==> src/rtl/instr_pkg.sv <==
// instr_pkg: shared instruction word format and loader FSM states.
//  OP_W/REG_W/INSTR_W : field and word widths
//  instr_t            : packed {op, r1, r2}; the read side decodes through it
//  loader_state_e     : instr_loader FSM states
package instr_pkg;

  localparam int OP_W    = 3;
  localparam int REG_W   = 3;
  localparam int INSTR_W = OP_W + 2 * REG_W;

  typedef struct packed {
    logic [OP_W-1:0]  op;
    logic [REG_W-1:0] r1;
    logic [REG_W-1:0] r2;
  } instr_t;

  typedef enum logic [1:0] {
    IDLE  = 2'd0,
    LOAD  = 2'd1,
    FLUSH = 2'd2,
    DONE  = 2'd3
  } loader_state_e;

  function automatic instr_t pack_instr(input logic [OP_W-1:0]  op,
                                        input logic [REG_W-1:0] r1,
                                        input logic [REG_W-1:0] r2);
    instr_t w;
    w.op = op;
    w.r1 = r1;
    w.r2 = r2;
    return w;
  endfunction

endpackage

==> src/rtl/instr_addr_ctr.sv <==
// instr_addr_ctr: loadable write-address counter plus words-remaining
// down-counter for instr_loader.
//  clk, reset  : clock, async active-high reset
//  load        : take base_pc / num_words (has priority over step)
//  step        : one word accepted; addr+1 (mod 2**PC_BITS), remaining-1
//  base_pc     : start address
//  num_words   : word count to load
//  addr        : current write address
//  at_top      : addr is all ones, so the next step wraps to 0
//  last        : one word remains, so the next step empties the counter
//  load_zero   : num_words input is zero (empty load request)
module instr_addr_ctr #(
  parameter int PC_BITS = 12
) (
  input  logic               clk,
  input  logic               reset,
  input  logic               load,
  input  logic               step,
  input  logic [PC_BITS-1:0] base_pc,
  input  logic [PC_BITS:0]   num_words,
  output logic [PC_BITS-1:0] addr,
  output logic               at_top,
  output logic               last,
  output logic               load_zero
);

  localparam logic [PC_BITS-1:0] ADDR_ONE = PC_BITS'(1);
  localparam logic [PC_BITS:0]   REM_ONE  = (PC_BITS + 1)'(1);

  logic [PC_BITS-1:0] addr_q, addr_d;
  logic [PC_BITS:0]   rem_q, rem_d;

  always_comb begin
    addr_d = addr_q;
    rem_d  = rem_q;
    if (load) begin
      addr_d = base_pc;
      rem_d  = num_words;
    end else if (step) begin
      addr_d = addr_q + ADDR_ONE;
      rem_d  = rem_q - REM_ONE;
    end
  end

  always_ff @(posedge clk or posedge reset) begin
    if (reset) begin
      addr_q <= '0;
      rem_q  <= '0;
    end else begin
      addr_q <= addr_d;
      rem_q  <= rem_d;
    end
  end

  assign addr      = addr_q;
  assign at_top    = &addr_q;
  assign last      = (rem_q == REM_ONE);
  assign load_zero = (num_words == '0);

endmodule

==> src/rtl/instr_loader.sv <==
// instr_loader: loads a program into instruction memory. Accepts decoded
// (op, r1, r2) triples on a valid/ready stream, packs each into a 9-bit word
// and writes it at consecutive addresses starting at base_pc.
//  clk, reset          : clock, async active-high reset
//  start               : 1-cycle pulse, honoured only in IDLE
//  base_pc, num_words  : load setup, sampled with start (num_words may be 0)
//  abort               : end the load after any same-cycle handshake
//  in_valid/in_ready   : input stream handshake
//  in_op, in_r1, in_r2 : instruction fields
//  wr_en/wr_addr/wr_data : memory write port, one cycle after the handshake
//  busy                : high in LOAD and FLUSH
//  done                : 1-cycle pulse in DONE
//  wrapped             : sticky, address wrapped past the top during this load
module instr_loader
  import instr_pkg::*;
#(
  parameter int PC_BITS = 12
) (
  input  logic               clk,
  input  logic               reset,
  input  logic               start,
  input  logic [PC_BITS-1:0] base_pc,
  input  logic [PC_BITS:0]   num_words,
  input  logic               abort,
  input  logic               in_valid,
  output logic               in_ready,
  input  logic [OP_W-1:0]    in_op,
  input  logic [REG_W-1:0]   in_r1,
  input  logic [REG_W-1:0]   in_r2,
  output logic               wr_en,
  output logic [PC_BITS-1:0] wr_addr,
  output logic [INSTR_W-1:0] wr_data,
  output logic               busy,
  output logic               done,
  output logic               wrapped
);

  loader_state_e      state_q, state_d;
  logic               in_ready_q, in_ready_d;
  logic               wr_en_q, wr_en_d;
  logic [PC_BITS-1:0] wr_addr_q, wr_addr_d;
  instr_t             wr_data_q, wr_data_d;
  logic               busy_q, busy_d;
  logic               done_q, done_d;
  logic               wrapped_q, wrapped_d;

  logic               hs, ctr_load;
  logic [PC_BITS-1:0] addr;
  logic               at_top, last, load_zero;

  // in_ready_q is only ever high in LOAD, so hs needs no state qualifier.
  assign hs       = in_valid & in_ready_q;
  assign ctr_load = (state_q == IDLE) & start;

  instr_addr_ctr #(.PC_BITS(PC_BITS)) u_ctr (
    .clk       (clk),
    .reset     (reset),
    .load      (ctr_load),
    .step      (hs),
    .base_pc   (base_pc),
    .num_words (num_words),
    .addr      (addr),
    .at_top    (at_top),
    .last      (last),
    .load_zero (load_zero)
  );

  always_comb begin
    state_d   = state_q;
    wrapped_d = wrapped_q;
    wr_en_d   = hs;
    wr_addr_d = wr_addr_q;
    wr_data_d = wr_data_q;
    if (hs) begin
      wr_addr_d = addr;
      wr_data_d = pack_instr(in_op, in_r1, in_r2);
    end
    unique case (state_q)
      IDLE: begin
        if (start) begin
          wrapped_d = 1'b0;
          state_d   = load_zero ? DONE : LOAD;
        end
      end
      LOAD: begin
        if (hs && at_top) wrapped_d = 1'b1;
        // A word handshaken alongside abort is still written via wr_en_d.
        if (abort || (hs && last)) state_d = FLUSH;
      end
      FLUSH:   state_d = DONE;
      DONE:    state_d = IDLE;
      default: state_d = IDLE;
    endcase
    // Status outputs are registered from the next state so they line up
    // with the state they describe.
    in_ready_d = (state_d == LOAD);
    busy_d     = (state_d == LOAD) || (state_d == FLUSH);
    done_d     = (state_d == DONE);
  end

  always_ff @(posedge clk or posedge reset) begin
    if (reset) begin
      state_q    <= IDLE;
      in_ready_q <= 1'b0;
      wr_en_q    <= 1'b0;
      wr_addr_q  <= '0;
      wr_data_q  <= '0;
      busy_q     <= 1'b0;
      done_q     <= 1'b0;
      wrapped_q  <= 1'b0;
    end else begin
      state_q    <= state_d;
      in_ready_q <= in_ready_d;
      wr_en_q    <= wr_en_d;
      wr_addr_q  <= wr_addr_d;
      wr_data_q  <= wr_data_d;
      busy_q     <= busy_d;
      done_q     <= done_d;
      wrapped_q  <= wrapped_d;
    end
  end

  assign in_ready = in_ready_q;
  assign wr_en    = wr_en_q;
  assign wr_addr  = wr_addr_q;
  assign wr_data  = wr_data_q;
  assign busy     = busy_q;
  assign done     = done_q;
  assign wrapped  = wrapped_q;

endmodule
==> config.mk <==
export PLATFORM = sky130hd
export DESIGN_NAME = instr_loader
export DESIGN_NICKNAME = d
export VERILOG_FILES = /design/src/rtl/instr_pkg.sv /design/src/rtl/instr_addr_ctr.sv /design/src/rtl/instr_loader.sv
export SDC_FILE = /design/constraint.sdc
export NUM_CORES = 1
export LEC_CHECK = 0
export BUFFER_PORTS_ARGS = -buffer_cell sky130_fd_sc_hd__buf_2
export CORE_MARGIN = 2
export CORE_UTILIZATION = 52
export DETAILED_ROUTE_END_ITERATION = 8
export PLACE_DENSITY = 0.76
export SLEW_MARGIN = 5
export SYNTH_ARGS = -nofsm -noshare
export SYNTH_HDL_FRONTEND = slang
export SYNTH_SLANG_ARGS = --single-unit
export TNS_END_PERCENT = 30
==> constraint.sdc <==
create_clock -name clk -period 2.1 [get_ports clk]
set_input_delay 0.105 -clock clk [delete_from_list [all_inputs] [get_ports clk]]
set_output_delay 0.105 -clock clk [all_outputs]
set_load 0.005 [all_outputs]
Yosys cells after proc, flatten, opt, wreduce, memory -nomap -nowiden. Cells that the tools add are included.

Register bits after elaboration: 53. Input port bits: 39. Logic and storage cells: 46.

Add/sub/neg operators: 2. Equal/unequal tests: 9. Mux-type cells: 11. Bitwise operators: 2. Reductions and logical operators: 10.

Operator list (count): 13-bit two-way mux (2); 12-bit two-way mux (2); 13-bit by 1-bit == test with 1-bit output (second input constant) (1); 13-bit zero test (1); 13-bit by 1-bit subtractor with 13-bit output (second input constant) (1); 12-bit by 1-bit adder with 12-bit output (second input constant) (1); 12-bit AND reduction (1); 2-bit == test (second input constant) (4); 2-bit case mux with 4 select lines (1); 2-bit two-way mux (3); 2-bit by 1-bit == test with 1-bit output (second input constant) (2); 2-bit inequality test (second input constant) (2); 2-bit nonzero test (2); 3-bit AND reduction (1); 1-bit bitwise AND (2); 1-bit logical AND (2); 2-bit zero test (1); 1-bit logical OR (2); 1-bit two-way mux (2); 1-bit case mux with 2 select lines (1).

Depth between registers and ports, before layout. Gate-level depths: netlist of the first run.

Depth after elaboration: 7. Mapped depth: 8. Mapped depth without buffers: 8.

Modules after synthesis. A second synthesis of the first run with hierarchy kept.

Cells, all modules: 229. Area total of the unflattened synthesis: 2602.5 um^2.

By module, submodules not included: instr_addr_ctr (times used 1, cells an instance 158, area an instance 1436.4 um^2, sequential area each 625.6 um^2); instr_loader (times used 1, cells an instance 71, area an instance 1166.1 um^2, sequential area each 700.7 um^2).

Worst setup path before layout of the first run. Ideal clock, no wire load.

Path kind: reg-to-reg. Start point: register u_ctr.rem_q[0]. End point: register busy_q, in the netlist busy. Library setup time: 0.063 ns. Arrival: 1.661 ns. Path slack: 0.376 ns. Stages on the path, launching flop included: 8. Buffers on the path: 0. Clock period less this slack: 1.724 ns. Cell sequence: dfrtp_1 > ha_1 > nor2b_1 > a41o_1 > or3b_1 > nand3_1 > ha_1 > inv_1.

Longest elaborated chain between the ends: 7. Elaborated cells between the ends (all ways): 8. Those cells by class: 3 x eq/ne; 2 x mux; 3 x reduce/logical.

RTL lines: start: declaration (RTL line instr_addr_ctr.sv:31) `logic [PC_BITS:0] rem_q, rem_d;`; start signal: assignment (RTL line instr_addr_ctr.sv:51) `rem_q <= rem_d;`; 13-bit by 1-bit == test with 1-bit output (*) (RTL line instr_addr_ctr.sv:57) `assign last = (rem_q == REM_ONE);`; 1-bit logical AND (*) (RTL line instr_loader.sv:88) `if (abort || (hs && last)) state_d = FLUSH;`; 1-bit logical OR (*) (RTL line instr_loader.sv:88); 2-bit two-way mux (*) (RTL line instr_loader.sv:88); 2-bit case mux with 4 select lines (*) (RTL line instr_loader.sv:78) `unique case (state_q)`; named net state_d[0] (RTL line instr_loader.sv:38) `loader_state_e state_q, state_d;`; 2-bit by 1-bit == test with 1-bit output or 2-bit == test (tied branches) (RTL line instr_loader.sv:97) `busy_d = (state_d == LOAD) || (state_d == FLUSH);`; 1-bit logical OR (*) (RTL line instr_loader.sv:97); named net busy_d (RTL line instr_loader.sv:43) `logic busy_q, busy_d;`; end signal: assignment (RTL line instr_loader.sv:117) `busy_q <= busy_d;`; end: declaration (RTL line instr_loader.sv:43).

Mark *: on every way through the listed nets, which the timed path passes. The rest lies on a longest branch. A chain may end at the register's enable or synchronous reset.

Worst setup path in the final report of the first run. Same ends and word-level chain as after synthesis.

==> results.md, run 1 <==
* Actual slew at the worst max-slew pin at 0.478 ns
* DP HPWL at 3680 um
* Initial antenna violation count at 0
* Ant. Diodes at 0
* Die span in y at 73.6 um
* Crit path cell chain: ha_1, nor2b_1, a41o_1, or3b_1, nand3_1, ha_1, inv_1
* Worst r2r src: u_ctr.rem_q[0]
* CTS Hold Buffers Added at 16
* First-pass GRT wire length at 9070 um
* WHS at 0.00633 ns
* # fillers at 391
* Min-delay worst type: input pin to flip-flop
* Fraction of layout cells with a size suffix above 1 at 25.1%
* Row count at 25
* Syn_nets at 312
* Crit start category: flip-flop
* Peak VDD IR at 0.771 mV
* Count of state elements after synthesis at 53
* Setup Fix Bufs, Post-CTS at 0
* CP Capture Type: flip-flop
* CP top delay family: simple AND/OR/NAND/NOR gates
* Max Cap Viol at 0
* DR pass1 iterations at 4
* Static Leak at 0.00153 uW
* Crit path arrival time at 2.13 ns
* Clock Sinks at 53
* Sequential element share of the synthesized area at 52.6%
* Initial detailed-routing violation count at 141
* Crit-path slowest cell: dfrtp_1
* Core area at 4690 um^2
* Place WS at 0.236 ns
* Vias per cell at 5.15
* GRT Overall Usage at 22.0%
* Per-cell routed wire length at 13.1 um
* TritonCTS clock tree: yes
* Slew HR at 68.1%
* RSZ-0062 raised after global routing: no
* DR vias at 2,086
* DRC viols at 0
* DIE AREA at 5420 um^2
* Distinct cells, synth at 35
* Fin area at 3160 um^2
* Buf/Inv on CP at 1
* Critical Path RT at 2.35 ns
* Ports at 65
* CP most frequent cell: ha_1
* Post-Place Cell Area at 2910 um^2
* Final setup vio count at 0
* Area Overhead vs Synth at 25.2%
* Setup ws final at 0.223 ns
* Cells after Synth at 268
* Max FO, Critical Path at 4
* Crit path largest cell delay at 0.43 ns
* Setup_tns at 0 ns
* Yosys warns at 0
* Critical path launch point: u_ctr.rem_q[0]
* Worst skew pair latency at 0.31 ns
* CTS Buf Count at 5
* Final nets at 394
* Die width at 73.6 um
* Commonest non-fill, non-tap cells in the layout: nand2_1 (92), buf_2 (64), dfrtp_1 (53)
* Worst Clk Skew at 0.00577 ns
* Syn Area/Cell at 9.41 um^2
* Max Slew Vio Count at 0
* Number of global-route vias before repair at 2,045
* Pwr per Cell Area at 1240 nW/um^2
* Leading cell type in the layout, fill and taps excluded: nand2_1
* Leftover overflow at the end of global routing at 0
* Clock Pin Slew Worst Setup and Hold Paths at 0.09 ns
* Port Buffers at 64
* Status: finished clean
* Largest net degree at the start of global routing at 54
* Final wirelength at 5310 um
* Starting Density at 53.7%
* Peak Freq at 533 MHz
* Hold Violations, Final at 0
* RD Place Congestion at 0.761
* Clock Path Buffers at 2
* Post-CTS sizing at 0
* Period Utilization, post-route at 89.4%
* Total Power at 3910 uW
* Critical path type: flip-flop to flip-flop
* Clock root buffer: clkbuf_8
* Final min period at 1.88 ns
* Detail Route Antenna Nets at 0
* Cell area after synthesis at 2520 um^2
* CTS H-tree depth at 2
* Beginning of the worst hold path: base_pc[0]
==> final timing paths <==
path,endpoint,slack (ns),cells past startpoint
max in group asynchronous,u_ctr.rem_q[12],1.47,4
worst max register to register,busy,0.22,7
min in group asynchronous,wr_addr[7],0.37,4
worst min-delay path,u_ctr.addr[0],0.006,3
worst min register to register,wr_data[8],0.47,2
worst max-delay path,busy,0.22,7
==> tightest hold or removal path: cells and delay by family <==
family / cells / cell delay (ns)
and+or+nand+nor: 1 / 0.03
buffers and inverters: 1 / 0.07
AOI/OAI and AO/OA: 1 / 0.06
==> report_power, final <==
group	internal [uW]	leakage [uW]	switching, uW
clock network	232	0.0000450	322
logic	664	0.000822	790
registers	1490	0.000659	414
total	2380	0.00153	1530
==> layout make-up <==
type                    instances  area (um^2)  area share (%)
inverters                       6         22.5           0.714
clock inverters                 2         10.0           0.317
well taps                      54         67.6            2.14
flip-flops and latches         53         1330            42.0
multi-input cells             199         1130            35.7
clock buffers                   6         72.6            2.30
repair buffers                 85          531            16.8
==> Yosys cell counts (all sizes together) <==
library cell / number / share of area, %
a21oi: 4 / 0.79
a31oi: 1 / 0.25
a32o: 1 / 0.40
a41o: 1 / 0.40
and3: 2 / 0.50
and4bb: 1 / 0.50
buf: 5 / 1.1
clkbuf: 5 / 0.74
dfrtp: 53 / 53
ha: 5 / 2.5
inv: 6 / 0.89
nand2: 92 / 14
nand2b: 2 / 0.50
nand3: 8 / 2.1
nand3b: 1 / 0.30
nand4: 7 / 2.3
nand4b: 2 / 0.69
nor2: 9 / 1.6
nor2b: 2 / 0.50
nor3: 5 / 0.99
nor4: 8 / 3.3
o21ai: 24 / 5.1
or2: 1 / 0.25
or3b: 1 / 0.35
xnor2: 8 / 2.8
xor2: 14 / 4.9
==> cells by family (layout without fill, tap and decap cells) <==
family / Yosys count / count (layout) / share of synthesized area [%]
xor+xnor: 22 / 22 / 7.64
buf+inv: 16 / 99 / 2.73
fa+ha+maj: 5 / 5 / 2.48
flops: 53 / 53 / 52.6
simple gates: 141 / 141 / 27.6
compound gates: 31 / 31 / 6.90
==> sequential cells by signal, summed over array words and instances, names as in the netlist <==
| register | cells |
|---|---|
| wr_addr | 12 |
| busy | 1 |
| in_ready | 1 |
| u_ctr.rem_q | 13 |
| state_q | 2 |
| wr_data | 9 |
| done | 1 |
| wrapped | 1 |
| wr_en | 1 |
| u_ctr.addr | 12 |
==> per-stage QoR <==
step | instances | util, %
finish | 405 | 67.3
CTS | 405 | 67.3
floorplan | 268 | -
global route | 405 | 67.3
detailed placement | 381 | 62.1
global placement | 381 | 62.1
==> metal layers <==
layer  vias up  wire length, um  global-route usage [%]
met4         0              107                    9.49
met1       965             2360                    26.9
met3         8              242                    4.80
met2        60             2600                    37.2
li1       1053                -                       -
met5         -                0                       0
(Power assumes the default switching activity.)
==> inputs of run 2 (changes only) <==
--- a/config.mk
+++ b/config.mk
@@ -6,7 +6,7 @@
 export NUM_CORES = 1
 export LEC_CHECK = 0
 export BUFFER_PORTS_ARGS = -buffer_cell sky130_fd_sc_hd__buf_2
-export CORE_MARGIN = 2
+export CORE_MARGIN = 5
 export CORE_UTILIZATION = 52
 export DETAILED_ROUTE_END_ITERATION = 8
 export PLACE_DENSITY = 0.76
==> run 2 against run 1 <==
Flip-flop and latch count is the same. Combinational power hardly changed. Hold slack got worse by 0.0012 ns. Die area grew 17%.
==> results.md, run 2 (same netlist as run 1, synthesis figures left out) <==
* Ports at 65 (unchanged)
* TritonCTS clock tree: yes (unchanged)
* Actual slew at the worst max-slew pin at 0.497 ns (was 0.478 ns)
* Core area at 4720 um^2 (was 4690 um^2)
* Fraction of layout cells with a size suffix above 1 at 25.6% (was 25.1%)
* M2 GR Usage at 29.8% (was 37.2%)
* Die width at 79.6 um (was 73.6 um)
* Pwr per Cell Area at 1280 nW/um^2 (was 1240 nW/um^2)
* GRT Overall Usage at 17.8% (was 22.0%)
* CP most frequent cell: ha_1 (unchanged)
* Static Leak at 0.00151 uW (was 0.00153 uW)
* CP Capture Type: flip-flop (unchanged)
* DP HPWL at 3870 um (was 3680 um)
* Buf/Inv on CP at 1 (unchanged)
* Commonest non-fill, non-tap cells in the layout: nand2_1 (92), buf_2 (64), dfrtp_1 (53) (unchanged)
* Starting Density at 53.4% (was 53.7%)
* Area Overhead vs Synth at 24.3% (was 25.2%)
* Die span in y at 79.6 um (was 73.6 um)
* DR vias at 2,063 (was 2,086)
* First-pass GRT wire length at 8830 um (was 9070 um)
* Clock Path Buffers at 2 (unchanged)
* Pint at 2490 uW (was 2380 uW)
* Critical Path RT at 2.34 ns (was 2.35 ns)
* Row count at 25 (unchanged)
* Period Utilization, post-route at 88.1% (was 89.4%)
* Crit path largest cell delay at 0.42 ns (was 0.43 ns)
* Met1 GRT Util at 22.9% (was 26.9%)
* Detail Route Antenna Nets at 0 (unchanged)
* Post-Place Cell Area at 2930 um^2 (was 2910 um^2)
* Power share of the combinational group at 36.2% (was 37.2%)
* CTS H-tree depth at 2 (unchanged)
* DRC viols at 0 (unchanged)
* Per-cell routed wire length at 12.9 um (was 13.1 um)
* Initial antenna violation count at 0 (unchanged)
* Status: finished clean (unchanged)
* Final nets at 388 (was 394)
* Met3 Track Usage GR at 4.06% (was 4.80%)
* RD Place Congestion at 0.824 (was 0.761)
* Crit path arrival time at 2.09 ns (was 2.13 ns)
* Port Buffers at 64 (unchanged)
* Clock power frac at 16.5% (was 14.2%)
* Peak Freq at 541 MHz (was 533 MHz)
* Ant. Diodes at 0 (unchanged)
* Flop pwr share at 47.3% (was 48.6%)
* Peak VDD IR at 0.737 mV (was 0.771 mV)
* Min-delay worst type: input pin to flip-flop (unchanged)
* CTS Buf Count at 5 (unchanged)
* Global routing's busiest layer: met2 (unchanged)
* Sw Pwr at 1500 uW (was 1530 uW)
* Critical path type: flip-flop to flip-flop (unchanged)
* Slew HR at 66.8% (was 68.1%)
* Clock Sinks at 53 (unchanged)
* Number of global-route vias before repair at 1,950 (was 2,045)
* Clock Pin Slew Worst Setup and Hold Paths at 0.09 ns (about the same)
* Worst Clk Skew at 0.0109 ns (was 0.00577 ns)
* Vias per cell at 5.02 (was 5.15)
* Crit-path slowest cell: dfrtp_1 (unchanged)
* Top reg by flops: u_ctr.rem_q (unchanged)
* Final min period at 1.85 ns (was 1.88 ns)
* Leftover overflow at the end of global routing at 0 (unchanged)
* Largest net degree at the start of global routing at 33 (was 54)
* CP top delay family: simple AND/OR/NAND/NOR gates (unchanged)
* Max FO, Critical Path at 4 (unchanged)
* RSZ-0062 raised after global routing: no (unchanged)
* Max Cap Viol at 0 (unchanged)
* Leading cell type in the layout, fill and taps excluded: nand2_1 (unchanged)
* Crit start category: flip-flop (unchanged)
* Setup_tns at 0 ns (unchanged)
* Clock root buffer: clkbuf_8 (unchanged)
* Hold Violations, Final at 0 (unchanged)
* DR pass1 iterations at 4 (unchanged)
* Max Slew Vio Count at 0 (unchanged)
* Max reg flops at 13 (unchanged)
* Fin area at 3130 um^2 (was 3160 um^2)
* Crit path cell chain: ha_1, nor2b_1, a41o_1, or3b_1, nand3_1, ha_1, inv_1 (unchanged)
* Final wirelength at 5290 um (was 5310 um)
* Worst skew pair latency at 0.30 ns (was 0.31 ns)
* Final setup vio count at 0 (unchanged)
* Net Sw Frac at 37.6% (was 39.1%)
* Initial detailed-routing violation count at 120 (was 141)
* DIE AREA at 6340 um^2 (was 5420 um^2)
## run 2: power groups by stage
stage | registers (uW) | logic [uW] | clock network, uW
after floorplan | 1870 | 952 | 0
after global placement | 1890 | 1420 | 0
after detailed placement | 1910 | 1450 | 0
after CTS | 1890 | 1470 | 670
after global routing | 1960 | 1650 | 717
final | 1890 | 1450 | 661
## run 2: final cells by class
type | count | area, um^2
repair buffers | 79 | 470
multi-input cells | 199 | 1130
inverters | 6 | 22.5
flip-flops and latches | 53 | 1330
clock inverters | 2 | 35.0
fillers | 404 | 1590
well taps | 67 | 83.8
clock buffers | 5 | 68.8
## run 2: path summary, 6_finish.rpt
check	start	endpoint	slack [ns]	depth (start not counted)
setup / recovery	u_ctr.rem_q[0]	busy	0.25	7
setup reg to reg	u_ctr.rem_q[0]	busy	0.25	7
min in group asynchronous	reset	wr_addr[7]	0.33	3
max in group asynchronous	reset	u_ctr.addr[2]	1.15	4
hold / removal	base_pc[4]	u_ctr.addr[4]	0.005	3
hold reg to reg	wr_data[7]	wr_data[7]	0.47	2
## run 2: stage by stage
| stage | total power, uW | std cells | hold slack (ns) | util [%] | worst slack (ns) |
|---|---|---|---|---|---|
| detailed placement | 3360 | 394 | 0.118 | 62.0 | 0.274 |
| finish | 4000 | 411 | 0.00517 | 66.3 | 0.250 |
| CTS | 4040 | 411 | 0.00372 | 66.3 | 0.251 |
| global placement | 3310 | 394 | 0.114 | 62.0 | 0.316 |
| global route | 4330 | 411 | 0.00120 | 66.3 | 0.165 |
| floorplan | 2830 | 268 | 0.210 | - | 0.376 |
## run 2: tightest hold or removal path: cells and delay by family
family / cells / cell delay [ns]
buffers and inverters: 1 / 0.07
AO/OA/AOI/OAI: 1 / 0.06
AND/OR/NAND/NOR: 1 / 0.04
## run 2: repair_timing
action	CTS	global route
hold buffers	10	0
hold endpoints to repair	27	0
setup buffers	0	0
gates resized for setup	0	0
## run 2: per-layer routing
metal	vias to the layer above	routed length, um
met5	-	0
li1	1043	-
met2	52	2500
met3	8	306
met1	960	2400
met4	0	80
==> inputs of run 3 (changes only) <==
--- a/config.mk
+++ b/config.mk
@@ -6,9 +6,10 @@
 export NUM_CORES = 1
 export LEC_CHECK = 0
 export BUFFER_PORTS_ARGS = -buffer_cell sky130_fd_sc_hd__buf_2
-export CORE_MARGIN = 5
+export CORE_MARGIN = 4
 export CORE_UTILIZATION = 52
 export DETAILED_ROUTE_END_ITERATION = 8
+export MAX_ROUTING_LAYER = met4
 export PLACE_DENSITY = 0.76
 export SLEW_MARGIN = 5
 export SYNTH_ARGS = -nofsm -noshare
==> run 3 against run 2 <==
Clock skew down 0.0088 ns. Count of clock-buffer cells in the layout increased by 2. First-iteration DRC count rose by 3.3%. Critical path depth unchanged. Global-route usage increased by 1.6 points. Worst setup slack better by 0.020 ns. Routed wire length rose by 2.3%. Sequential power about the same. Via count rose by 1.5%. Critical path type unchanged. Largest cell class unchanged.
==> results.md, run 3 (same netlist as run 1, synthesis figures left out) <==
* Clock root buffer: clkbuf_8 (unchanged)
* Total Power at 4050 uW (was 4000 uW)
* Critical Path RT at 2.35 ns (was 2.34 ns)
* Setup Fix Bufs, Post-CTS at 0 (unchanged)
* Ant. Diodes at 0 (unchanged)
* Largest net degree at the start of global routing at 54 (was 33)
* Port Buffers at 64 (unchanged)
* Placed Cells at 395 (was 394)
* Power share of the combinational group at 35.8% (was 36.2%)
* Final setup vio count at 0 (unchanged)
* Period Utilization, post-route at 87.2% (was 88.1%)
* Final nets at 392 (was 388)
* DRC viols at 0 (unchanged)
* Clock power frac at 17.5% (was 16.5%)
* DR pass1 iterations at 4 (unchanged)
* Max Cap Viol at 0 (unchanged)
* Sw Pwr at 1520 uW (was 1500 uW)
* Clock Sinks at 53 (unchanged)
* Met1 WL at 2400 um (about the same)
* Leftover overflow at the end of global routing at 0 (unchanged)
* Number of global-route vias before repair at 2,022 (was 1,950)
* Die width at 77.6 um (was 79.6 um)
* DIE AREA at 6030 um^2 (was 6340 um^2)
* Setup_tns at 0 ns (unchanged)
* DR vias at 2,093 (was 2,063)
* Per-cell routed wire length at 13.0 um (was 12.9 um)
* Post-layout util at 67.1% (was 66.3%)
* Status: finished clean (unchanged)
* Die span in y at 77.6 um (was 79.6 um)
* Ports at 65 (unchanged)
* RSZ-0062 raised after global routing: no (unchanged)
* RD Place Congestion at 0.804 (was 0.824)
* Clock Path Buffers at 2 (unchanged)
* Peak Freq at 546 MHz (was 541 MHz)
* Commonest non-fill, non-tap cells in the layout: nand2_1 (92), buf_2 (64), dfrtp_1 (53) (unchanged)
* Flop pwr share at 46.7% (was 47.3%)
* Clock Pin Slew Worst Setup and Hold Paths at 0.09 ns (about the same)
* GRT Overall Usage at 19.4% (was 17.8%)
* Vias per cell at 5.03 (was 5.02)
* Actual slew at the worst max-slew pin at 0.659 ns (was 0.497 ns)
* CTS H-tree depth at 2 (unchanged)
* Critical path type: flip-flop to flip-flop (unchanged)
* Hold Violations, Final at 0 (unchanged)
* Core area at 4720 um^2 (unchanged)
* Static Leak at 0.00153 uW (was 0.00151 uW)
* TritonCTS clock tree: yes (unchanged)
* CP Capture Type: flip-flop (unchanged)
* Top layer in use: met4 (unchanged)
* First-pass GRT wire length at 9100 um (was 8830 um)
* Crit path arrival time at 2.08 ns (was 2.09 ns)
* Max Slew Vio Count at 0 (unchanged)
* Peak VDD IR at 0.753 mV (was 0.737 mV)
* CTS Buf Count at 5 (unchanged)
* Final wirelength at 5420 um (was 5290 um)
* Final min period at 1.83 ns (was 1.85 ns)
* Max FO, Critical Path at 4 (unchanged)
* Min-delay worst type: input pin to flip-flop (unchanged)
* Post-CTS sizing at 0 (unchanged)
* Starting Density at 53.4% (unchanged)
* Crit start category: flip-flop (unchanged)
* Detail Route Antenna Nets at 0 (unchanged)
* Slew HR at 56.0% (was 66.8%)
* Met3 wire length at 256 um (was 306 um)
* Non-Filler Instances at 416 (was 411)
* Routed wl met2 at 2720 um (was 2500 um)
* CTS Hold Buffers Added at 13 (was 10)
* Initial antenna violation count at 0 (unchanged)
* Max reg flops at 13 (unchanged)
* Row count at 25 (unchanged)
* Pwr per Cell Area at 1280 nW/um^2 (about the same)
* Leading cell type in the layout, fill and taps excluded: nand2_1 (unchanged)
* Initial detailed-routing violation count at 124 (was 120)
* Top reg by flops: u_ctr.rem_q (unchanged)
* DP HPWL at 3840 um (was 3870 um)
* Worst Clk Skew at 0.00217 ns (was 0.0109 ns)
* Worst skew pair latency at 0.30 ns (about the same)
* Reg2Reg Setup Slack at 0.27 ns (was 0.25 ns)
* Net Sw Frac at 37.4% (was 37.6%)
* Pint at 2540 uW (was 2490 uW)
* Area Overhead vs Synth at 25.8% (was 24.3%)
* Fraction of layout cells with a size suffix above 1 at 25.5% (was 25.6%)
run 3: changes by cell type in the layout (fill, tap and decap cells not counted), sizes merged:
cell         change
dlygate4sd3      +3
clkbuf           +2
buf              +1
clkinv           -1
run 3: power by group through the flow:
stage / Sequential (uW) / Clock [uW] / Combinational, uW
2_1_floorplan: 1870 / 0 / 952
3_3_place_gp: 1890 / 0 / 1410
3_5_place_dp: 1920 / 0 / 1440
4_1_cts: 1890 / 728 / 1470
5_1_grt: 1970 / 770 / 1650
6_report: 1890 / 709 / 1450
run 3: worst paths after layout:
| path | cells past startpoint | start | to |
|---|---|---|---|
| setup / recovery | 7 | u_ctr.rem_q[0] | busy |
| setup reg to reg | 7 | u_ctr.rem_q[0] | busy |
| max in group asynchronous | 4 | reset | u_ctr.addr[7] |
| hold / removal | 3 | base_pc[5] | u_ctr.addr[5] |
| hold reg to reg | 2 | wr_data[6] | wr_data[6] |
| min in group asynchronous | 4 | reset | wr_data[6] |
run 3: worst max-delay path, cell delays in order (launching register included):
cell and delay [ns]:
dfrtp_1 0.43, ha_1 0.20, nor2b_1 0.12, a41o_1 0.24, or3b_1 0.35, nand3_1 0.15, ha_1 0.25, inv_1 0.05
run 3: stage by stage:
step / worst slack, ns / cell area (um^2) / hold slack, ns
detailed placement: 0.293 / 2920 / 0.305
finish: 0.270 / 3170 / 0.00859
CTS: 0.263 / 3170 / 0.000457
global route: 0.0983 / 3170 / 0.00187
floorplan: 0.376 / 2520 / 0.210
global placement: 0.315 / 2920 / 0.296
run 3: layer usage:
layer	up-vias	GRT usage (%)
met2	50	33.6
li1	1048	-
met4	0	5.34
met5	-	-
met3	5	4.18
met1	990	22.8
run 3: area by class of cell:
cell class | count | area, um^2
sequential | 53 | 1330
multi-input combinational | 199 | 1130
clock buffer | 7 | 86.3
tap | 67 | 83.8
clock inverter | 1 | 30.0
fill | 400 | 1550
timing repair buffer | 83 | 495
inverter | 6 | 22.5
